[src/rtl/pong_pkg.sv]
// Shared types and constants for the pong court: FSM states, player indices
// and ball direction encoding.
package pong_pkg;

    typedef enum logic [1:0] {
        SERVE,
        FLIGHT,
        POINT,
        OVER
    } state_t;

    localparam logic P0 = 1'b0;
    localparam logic P1 = 1'b1;

    // DIR_UP moves toward the highest LED, i.e. toward player 1.
    typedef enum logic {
        DIR_UP   = 1'b0,
        DIR_DOWN = 1'b1
    } dir_t;

endpackage

[src/rtl/pong_press_latch.sv]
// Rising-edge detector on a debounced button with a sticky flag that the
// game FSM clears once it has consumed the press.
module pong_press_latch (
    input  logic clk,
    input  logic reset,
    input  logic btn,
    input  logic clear,
    output logic flag
);

    logic prev;

    // A new edge arriving in the same cycle as a clear is kept.
    always_ff @(posedge clk) begin
        if (reset) begin
            prev <= 1'b0;
            flag <= 1'b0;
        end else begin
            prev <= btn;
            flag <= (flag & ~clear) | (btn & ~prev);
        end
    end

endmodule

[src/rtl/pong_court.sv]
// Two-player LED pong: serve, rally with speed-up on each return, scoring
// and game end. All outputs come straight from registers.
module pong_court #(
    parameter int NUM_LEDS  = 8,
    parameter int SCORE_W   = 4,
    parameter int WIN_SCORE = 15,
    parameter int INIT_STEP = 4
) (
    input  logic                clk,
    input  logic                reset,
    input  logic                tick,
    input  logic                btn0,
    input  logic                btn1,
    output logic [NUM_LEDS-1:0] leds,
    output logic [SCORE_W-1:0]  score0,
    output logic [SCORE_W-1:0]  score1,
    output logic                serving,
    output logic                game_over,
    output logic                winner
);
    import pong_pkg::*;

    localparam int                PW    = $clog2(NUM_LEDS);
    localparam logic [PW-1:0]     LAST  = PW'(NUM_LEDS - 1);
    localparam logic [3:0]        STEP0 = 4'(INIT_STEP);
    localparam logic [SCORE_W-1:0] WIN  = SCORE_W'(WIN_SCORE);

    state_t              state, state_n;
    dir_t                dir, dir_n;
    logic [PW-1:0]       pos, pos_n;
    logic [3:0]          step_len, step_len_n, step_cnt, step_cnt_n;
    logic [SCORE_W-1:0]  score0_n, score1_n;
    logic                serving_n, winner_n, game_over_n;
    logic                flag0, flag1, clr0, clr1;
    logic                receiver, rflag, at_end, move, point, scorer;

    function automatic logic [PW-1:0] end_of(input logic p);
        return p ? LAST : '0;
    endfunction

    pong_press_latch u_latch0 (.clk(clk), .reset(reset), .btn(btn0), .clear(clr0), .flag(flag0));
    pong_press_latch u_latch1 (.clk(clk), .reset(reset), .btn(btn1), .clear(clr1), .flag(flag1));

    always_comb begin
        state_n     = state;
        dir_n       = dir;
        pos_n       = pos;
        step_len_n  = step_len;
        step_cnt_n  = step_cnt;
        score0_n    = score0;
        score1_n    = score1;
        serving_n   = serving;
        winner_n    = winner;
        game_over_n = game_over;
        clr0        = 1'b0;
        clr1        = 1'b0;
        point       = 1'b0;
        scorer      = P0;
        receiver    = (dir == DIR_UP) ? P1 : P0;
        rflag       = receiver ? flag1 : flag0;
        at_end      = (pos == end_of(receiver));
        move        = (step_cnt == 4'd1);

        case (state)
            SERVE: begin
                if (tick) begin
                    clr0 = 1'b1;
                    clr1 = 1'b1;
                    if (serving ? flag1 : flag0) begin
                        state_n    = FLIGHT;
                        dir_n      = (serving == P0) ? DIR_UP : DIR_DOWN;
                        step_cnt_n = step_len;
                    end
                end
            end
            FLIGHT: begin
                if (tick) begin
                    // Sender presses are never meaningful in flight; drop them.
                    if (receiver == P1) clr0 = 1'b1;
                    else                clr1 = 1'b1;
                    if (rflag && !at_end) begin
                        point  = 1'b1;
                        scorer = ~receiver;
                    end else if (move) begin
                        if (at_end && rflag) begin
                            if (receiver == P1) clr1 = 1'b1;
                            else                clr0 = 1'b1;
                            dir_n      = (dir == DIR_UP) ? DIR_DOWN : DIR_UP;
                            pos_n      = receiver ? pos - 1'b1 : pos + 1'b1;
                            step_len_n = (step_len > 4'd1) ? step_len - 4'd1 : 4'd1;
                            step_cnt_n = step_len_n;
                        end else if (at_end) begin
                            point  = 1'b1;
                            scorer = ~receiver;
                        end else begin
                            pos_n      = (dir == DIR_UP) ? pos + 1'b1 : pos - 1'b1;
                            step_cnt_n = step_len;
                        end
                    end else begin
                        // A return press at the end is held until the move tick.
                        step_cnt_n = step_cnt - 4'd1;
                    end
                end
            end
            POINT: begin
                clr0    = 1'b1;
                clr1    = 1'b1;
                state_n = game_over ? OVER : SERVE;
            end
            default: ;
        endcase

        // Score and reposition on entry to POINT so POINT already shows the result.
        if (point) begin
            state_n    = POINT;
            winner_n   = scorer;
            serving_n  = ~serving;
            step_len_n = STEP0;
            if (scorer == P1) score1_n = score1 + SCORE_W'(score1 != WIN);
            else              score0_n = score0 + SCORE_W'(score0 != WIN);
            game_over_n = (score0_n == WIN) || (score1_n == WIN);
            pos_n       = game_over_n ? end_of(scorer) : end_of(~serving);
        end
    end

    always_ff @(posedge clk) begin
        if (reset) begin
            state     <= SERVE;
            dir       <= DIR_UP;
            pos       <= '0;
            step_len  <= STEP0;
            step_cnt  <= STEP0;
            score0    <= '0;
            score1    <= '0;
            serving   <= P0;
            winner    <= P0;
            game_over <= 1'b0;
            leds      <= NUM_LEDS'(1);
        end else begin
            state     <= state_n;
            dir       <= dir_n;
            pos       <= pos_n;
            step_len  <= step_len_n;
            step_cnt  <= step_cnt_n;
            score0    <= score0_n;
            score1    <= score1_n;
            serving   <= serving_n;
            winner    <= winner_n;
            game_over <= game_over_n;
            leds      <= NUM_LEDS'(1) << pos_n;
        end
    end

endmodule

[config.mk]
export PLATFORM = sky130hd
export DESIGN_NAME = pong_court
export DESIGN_NICKNAME = d
export VERILOG_FILES = /design/src/rtl/pong_pkg.sv /design/src/rtl/pong_press_latch.sv /design/src/rtl/pong_court.sv
export SDC_FILE = /design/constraint.sdc
export NUM_CORES = 1
export LEC_CHECK = 0
export BUFFER_PORTS_ARGS = -buffer_cell sky130_fd_sc_hd__buf_2
export CORE_UTILIZATION = 31
export CTS_CLUSTER_DIAMETER = 40
export DETAILED_ROUTE_END_ITERATION = 6
export GPL_ROUTABILITY_DRIVEN = 0
export SYNTH_ARGS = -nofsm -noshare
export SYNTH_HDL_FRONTEND = slang
export SYNTH_HIERARCHICAL = 1
export SYNTH_SLANG_ARGS = --single-unit
[constraint.sdc]
create_clock -name clk -period 2.26 [get_ports clk]
set_input_delay 0.339 -clock clk [delete_from_list [all_inputs] [get_ports clk]]
set_output_delay 0.339 -clock clk [all_outputs]
set_load 0.02 [all_outputs]
# == Yosys cells after proc, flatten, opt, wreduce, memory -nomap -nowiden ==
# Cells that the tools add are included.
# word_totals
register_bits,37
input_bits,5
output_inout_bits,19
elab_cells,135
# op_classes
addsub,6
magnitude_cmp,1
n_eq_ne,17
n_shift,1
mux,68
n_bitwise,12
n_reduce_logical,14
# op_table
cell,n
$mux 4,12
$mux 3,13
$mux 1,34
$ne 2x2->1 const B,6
$ne 4x4->1 const B,3
$add 4x1->4,2
$eq 4x4->1 const B,2
$mux 2,4
$pmux 4 s2,1
$shl 1x3->8 const A,1
$sub 4x1->4 const B,2
$reduce_and 7->1,1
$ne 3x3->1 const B,2
$not 1->1,6
$pmux 1 s3,2
$reduce_and 3->1,2
$reduce_and 6->1,1
$reduce_and 5->1,1
$and 1x1->1,4
$eq 4x1->1 const B,1
$gt 4x1->1 const B,1
$pmux 2 s2,1
$reduce_bool 2->1,2
$add 3x1->3 const B,1
12 further kinds,14

# == Logic depth before layout (Yosys ltp) ==
# depth
ltp_word,15
ltp_mapped,10
depth_no_buf,10

# == By module ==
# Netlist, hierarchy kept.
# by_module_without_submodules
mod,instances,cells_per_inst,area_per_inst_um2,seq_area_each_um2
pong_court,1,254,2103.3,660.6
pong_press_latch,2,6,75.1,40.0

# == Least setup slack after synthesis ==
# OpenSTA, ideal clock, no wires.
# synth_timing
path_type,flip-flop to flip-flop
start,reg step_cnt[1]
end,reg leds[0]
setup_time_ns,0.060
arrival_ns,2.397
required_ns,2.200
setup_slack_ns,-0.197
stages_incl_launch_ff,10
path_buffers,0
synth_period_minus_slack_ns,2.457
cell_sequence,dfxtp_1 -> inv_1 -> ha_1 -> nor3b_4 -> o211ai_2 -> a2111oi_2 -> o221ai_1 -> o31ai_2 -> mux2i_2 -> a41o_1
# synth_between
elab_chain_len,12
word_cells_on_any_way,24
cone_classes,eq/ne: 3; shift: 1; mux: 19; reduce/logical: 1
# synth_rtl
item,line,text
from (decl),pong_court.sv:31,"logic [3:0] step_len, step_len_n, step_cnt, step_cnt_n;"
from (signal assigned),pong_court.sv:144,step_cnt <= step_cnt_n;
$eq 4x1->1 *,pong_court.sv:62,move = (step_cnt == 4'd1);
$mux 1,pong_court.sv:84,end else if (move) begin
$mux 1,pong_court.sv:81,if (rflag && !at_end) begin
$mux 1,pong_court.sv:77,if (tick) begin
$mux 1,pong_court.sv:64,case (state)
$mux 4,pong_court.sv:119,if (scorer == P1) score1_n = score1 + SCORE_W'(score1 != WIN);
$mux 4,pong_court.sv:114,if (point) begin
$eq 4x4->1,pong_court.sv:121,game_over_n = (score0_n == WIN) || (score1_n == WIN);
$logic_or 1x1->1,pong_court.sv:121,
$mux 3,pong_court.sv:122,pos_n = game_over_n ? end_of(scorer) : end_of(~serving);
$mux 3 *,pong_court.sv:114,
$shl 1x3->8 *,pong_court.sv:150,leds <= NUM_LEDS'(1) << pos_n;
to (signal assigned),pong_court.sv:150,
to (decl),pong_court.sv:14,"output logic [NUM_LEDS-1:0] leds,"
# Mark *: on every way between the ends. The rest lies on a longest branch, timed or not. The select of a mux whose other input is x is not followed.
# A chain may end at the register's enable or synchronous reset.

# == Final worst setup path ==
# layout_timing
start,reg pos[0]
end,reg leds[0]
# layout_between
elab_chain_len,14
word_cells_on_any_way,37
cone_classes,add/sub: 2; eq/ne: 3; shift: 1; mux: 27; reduce/logical: 4
# layout_rtl
item,line,text
from (decl),pong_court.sv:30,"logic [PW-1:0] pos, pos_n;"
from (signal assigned),pong_court.sv:142,pos <= pos_n;
$eq 3x3->1,pong_court.sv:61,at_end = (pos == end_of(receiver));
$mux 1 or $logic_and 1x1->1 (tied branches),"pong_court.sv:92, pong_court.sv:85",
$mux 1,pong_court.sv:85,if (at_end && rflag) begin
$mux 1,pong_court.sv:84,
$mux 1,pong_court.sv:81,
$mux 1,pong_court.sv:77,
$mux 1,pong_court.sv:64,
$mux 4,pong_court.sv:119,
$mux 4,pong_court.sv:114,
$eq 4x4->1,pong_court.sv:121,
$logic_or 1x1->1,pong_court.sv:121,
$mux 3,pong_court.sv:122,
$mux 3 *,pong_court.sv:114,
$shl 1x3->8 *,pong_court.sv:150,
# Marked as above.

==> impl_metrics.env <==
export IMPL_cp_end_kind="flip-flop"
export IMPL_worstReg2RegStart="pos[0]"
export IMPL_portBuffers=23
export IMPL_yosys_most_used_dff="dfxtp_1"
export IMPL_power_density_nw_per_um2=435
export IMPL_crit_fanout=7
export IMPL_required_ns=2.50
export IMPL_worst_setup_path_type="flip-flop to flip-flop"
export IMPL_fin_crit_sh_pct=103
export IMPL_drv_slew=0
export IMPL_violations="setup timing"
export IMPL_status="finished with violations"
export IMPL_finalWorstSetupSlack_ns=-0.0779
export IMPL_worstSetupStartpoint="pos[0]"
export IMPL_tightest_slew_ns=0.577
export IMPL_row_count=30
export IMPL_placed_cells=427
export IMPL_clk_latency_ns=0.29
export IMPL_seqPwrFrac_pct=50.7
export IMPL_drc=0
export IMPL_start_util_pct=32.6
export IMPL_first_global_vias=2135
export IMPL_grt_ovfl_total=0
export IMPL_synth_area_leaders="dfxtp_1 33%, ha_1 5.6%, a21oi_1 5.1%"
export IMPL_ys_types=65
export IMPL_fillerInstances=708
export IMPL_rsz0062_at_grt="yes"
export IMPL_synthArstFlopShare_pct=0
export IMPL_core_region_area_sq_um=6910
export IMPL_grt_pass1_wl_mm=9.97
export IMPL_die_h_microns=87.3
export IMPL_syn_nets=281
export IMPL_die_w_microns=87.3
export IMPL_cts_tree="yes"
export IMPL_first_iter_violations=116
export IMPL_nNetsFinal=361
export IMPL_pwr_share_comb_pct=14.0
export IMPL_synth_top_cells_by_count="37 x dfxtp_1, 23 x a21oi_1, 22 x nor2_1"
export IMPL_hpwl_mm=4.30
export IMPL_grt_max_degree=31
export IMPL_clkPwrFrac_pct=35.4
export IMPL_hold_violations=0
export IMPL_die_area_sq_um=7610
export IMPL_skew_ns=0.00890
export IMPL_yosysSeqAreaShare_pct=32.9
export IMPL_design_area_sq_um=3070
export IMPL_ir_drop_mv=0.235
export IMPL_intPower_uw=973
export IMPL_ys_warn_count=6
export IMPL_syn_inst=266
export IMPL_maxCapViolCount=0
export IMPL_critPathLaunchType="flip-flop"
export IMPL_path_clk_slew_ns=0.08
export IMPL_fin_setup_tns_ns=-0.404
export IMPL_cts_htree_levels=2
export IMPL_avgSynthCellArea_sq_um=8.47
export IMPL_p_leak_uw=0.00124
export IMPL_swShare_pct=27.3
export IMPL_power_uw=1340
export IMPL_synth_top_area_share_pct=32.9
export IMPL_utilization_pct=44.5
export IMPL_worstPathArrival_ns=2.58
export IMPL_cts_buffers=5
export IMPL_firstDrtPassIters=4
export IMPL_cts_buffer_depth=2
export IMPL_post_drt_via_cell_ratio=5.08
export IMPL_p_switching_uw=364
export IMPL_hp_start="btn0"
export IMPL_ios=24
export IMPL_setup_viol=7
export IMPL_regArea_sq_um=753
export IMPL_synth_most_common_cell="dfxtp_1"
export IMPL_synth_edf_count=0
export IMPL_yosys_area_top_type="dfxtp_1"
export IMPL_n_antenna_cell=0
export IMPL_drive_above_1_share_pct=37.2
export IMPL_multi_input_area_sq_um=1480
export IMPL_grt_usage_pct=16.7
export IMPL_ys_ff_latch=37
export IMPL_clock_sinks=37
export IMPL_cts_root_buf="clkbuf_8"
export IMPL_area_growth_pct=36.3
export IMPL_ant_nets=0
export IMPL_hp_class="primary input to flip-flop"
export IMPL_routedWlPerCell_microns=13.1
export IMPL_finalWirelength_mm=5.82
export IMPL_antenna_found_initial=0
export IMPL_fmax_ghz=0.428
export IMPL_synth_area_sq_um=2250
export IMPL_num_vias=2249
export IMPL_maxSlewHeadroom_pct=61.5
export IMPL_final_min_clock_period_ns=2.34
export IMPL_place_area_sq_um=2850
export IMPL_layout_cells_non_filler=443
## registers in the layout, indices dropped and copies added (netlist names), 2 cells and up
signal    count
leds          8
score1        4
step_cnt      4
step_len      4
score0        4
state         2
pos           3
## cell type report
class | count | share of cell area [%]
Inverter | 13 | 1.59
Sequential cell | 37 | 24.5
Multi-Input combinational cell | 204 | 48.1
Timing Repair Buffer | 85 | 18.9
Tap cell | 96 | 3.91
Clock inverter | 3 | 0.733
Clock buffer | 5 | 2.24
## power groups by stage
stage                     clock network, uW  logic [uW]  registers, uW
after floorplan                           0         108            692
after global placement                    0         176            692
after detailed placement                  0         178            692
after CTS                               495         183            677
after global routing                    518         206            680
final                                   473         187            678
## stage by stage
step           hold WS [ns]  setup WS, ns
2_1_floorplan         0.401        -0.132
3_3_place_gp          0.486       -0.0220
3_5_place_dp          0.488       -0.0657
4_1_cts               0.270       -0.0400
5_1_grt               0.290        -0.208
6_report              0.275       -0.0779
## routing by layer
layer	GRT usage [%]	up-vias	part of all wire, %
li1	-	1135	-
met5	0	-	0
met1	22.5	1058	49
met4	6.11	0	1.7
met3	3.13	9	3.3
met2	26.3	47	46
## repair_timing
item                       CTS  global route
setup endpoints to repair    7            12
buffers inserted             4             4
pin swaps                    3             1
resized for setup           11             8
cloned                       0             0
hold buffers                 0             0
## placed cells by master, fill, tap and decap left out, drive strengths merged, types with 3 or more instances in the layout
master   count
nand2b      10
clkinv       3
ha          10
nor3         5
buf         85
a2111oi      3
a31oi        3
nor3b        3
mux2i        8
inv         13
nand3        5
xor2         5
or3          4
a211oi       4
o21ai       17
clkbuf       5
nand2       20
a21oi       26
nor2b       10
nand4        3
o211ai       4
nor2        22
a221oi       3
dfxtp       37
nand3b       3
## critical path, cell delays in order (launching register included)
cell,delay (ns)
dfxtp_2,0.35
or4b_4,0.60
nand2_4,0.10
mux2i_1,0.23
o221ai_2,0.13
o31ai_2,0.29
mux2i_2,0.24
buf_4,0.17
a41o_1,0.16
## kinds of logic after synthesis
group	after synthesis	share of synthesized area (%)
AO/OA/AOI/OAI	84	26.0
XOR/XNOR	6	2.33
adder cells (fa/ha/maj)	10	5.55
buffers and inverters	25	4.66
flip-flops	37	32.9
multiplexers	8	3.72
AND/OR/NAND/NOR	96	24.9
## final timing paths
| kind | cells after the start | slack [ns] | to |
|---|---|---|---|
| min reg2reg | 2 | 0.49 | u_latch1/flag |
| min | 2 | 0.27 | u_latch0/prev |
| max | 8 | -0.08 | leds[0] |
| max reg2reg | 8 | -0.08 | leds[0] |
Note: power is estimated with default switching activity, not from simulation.
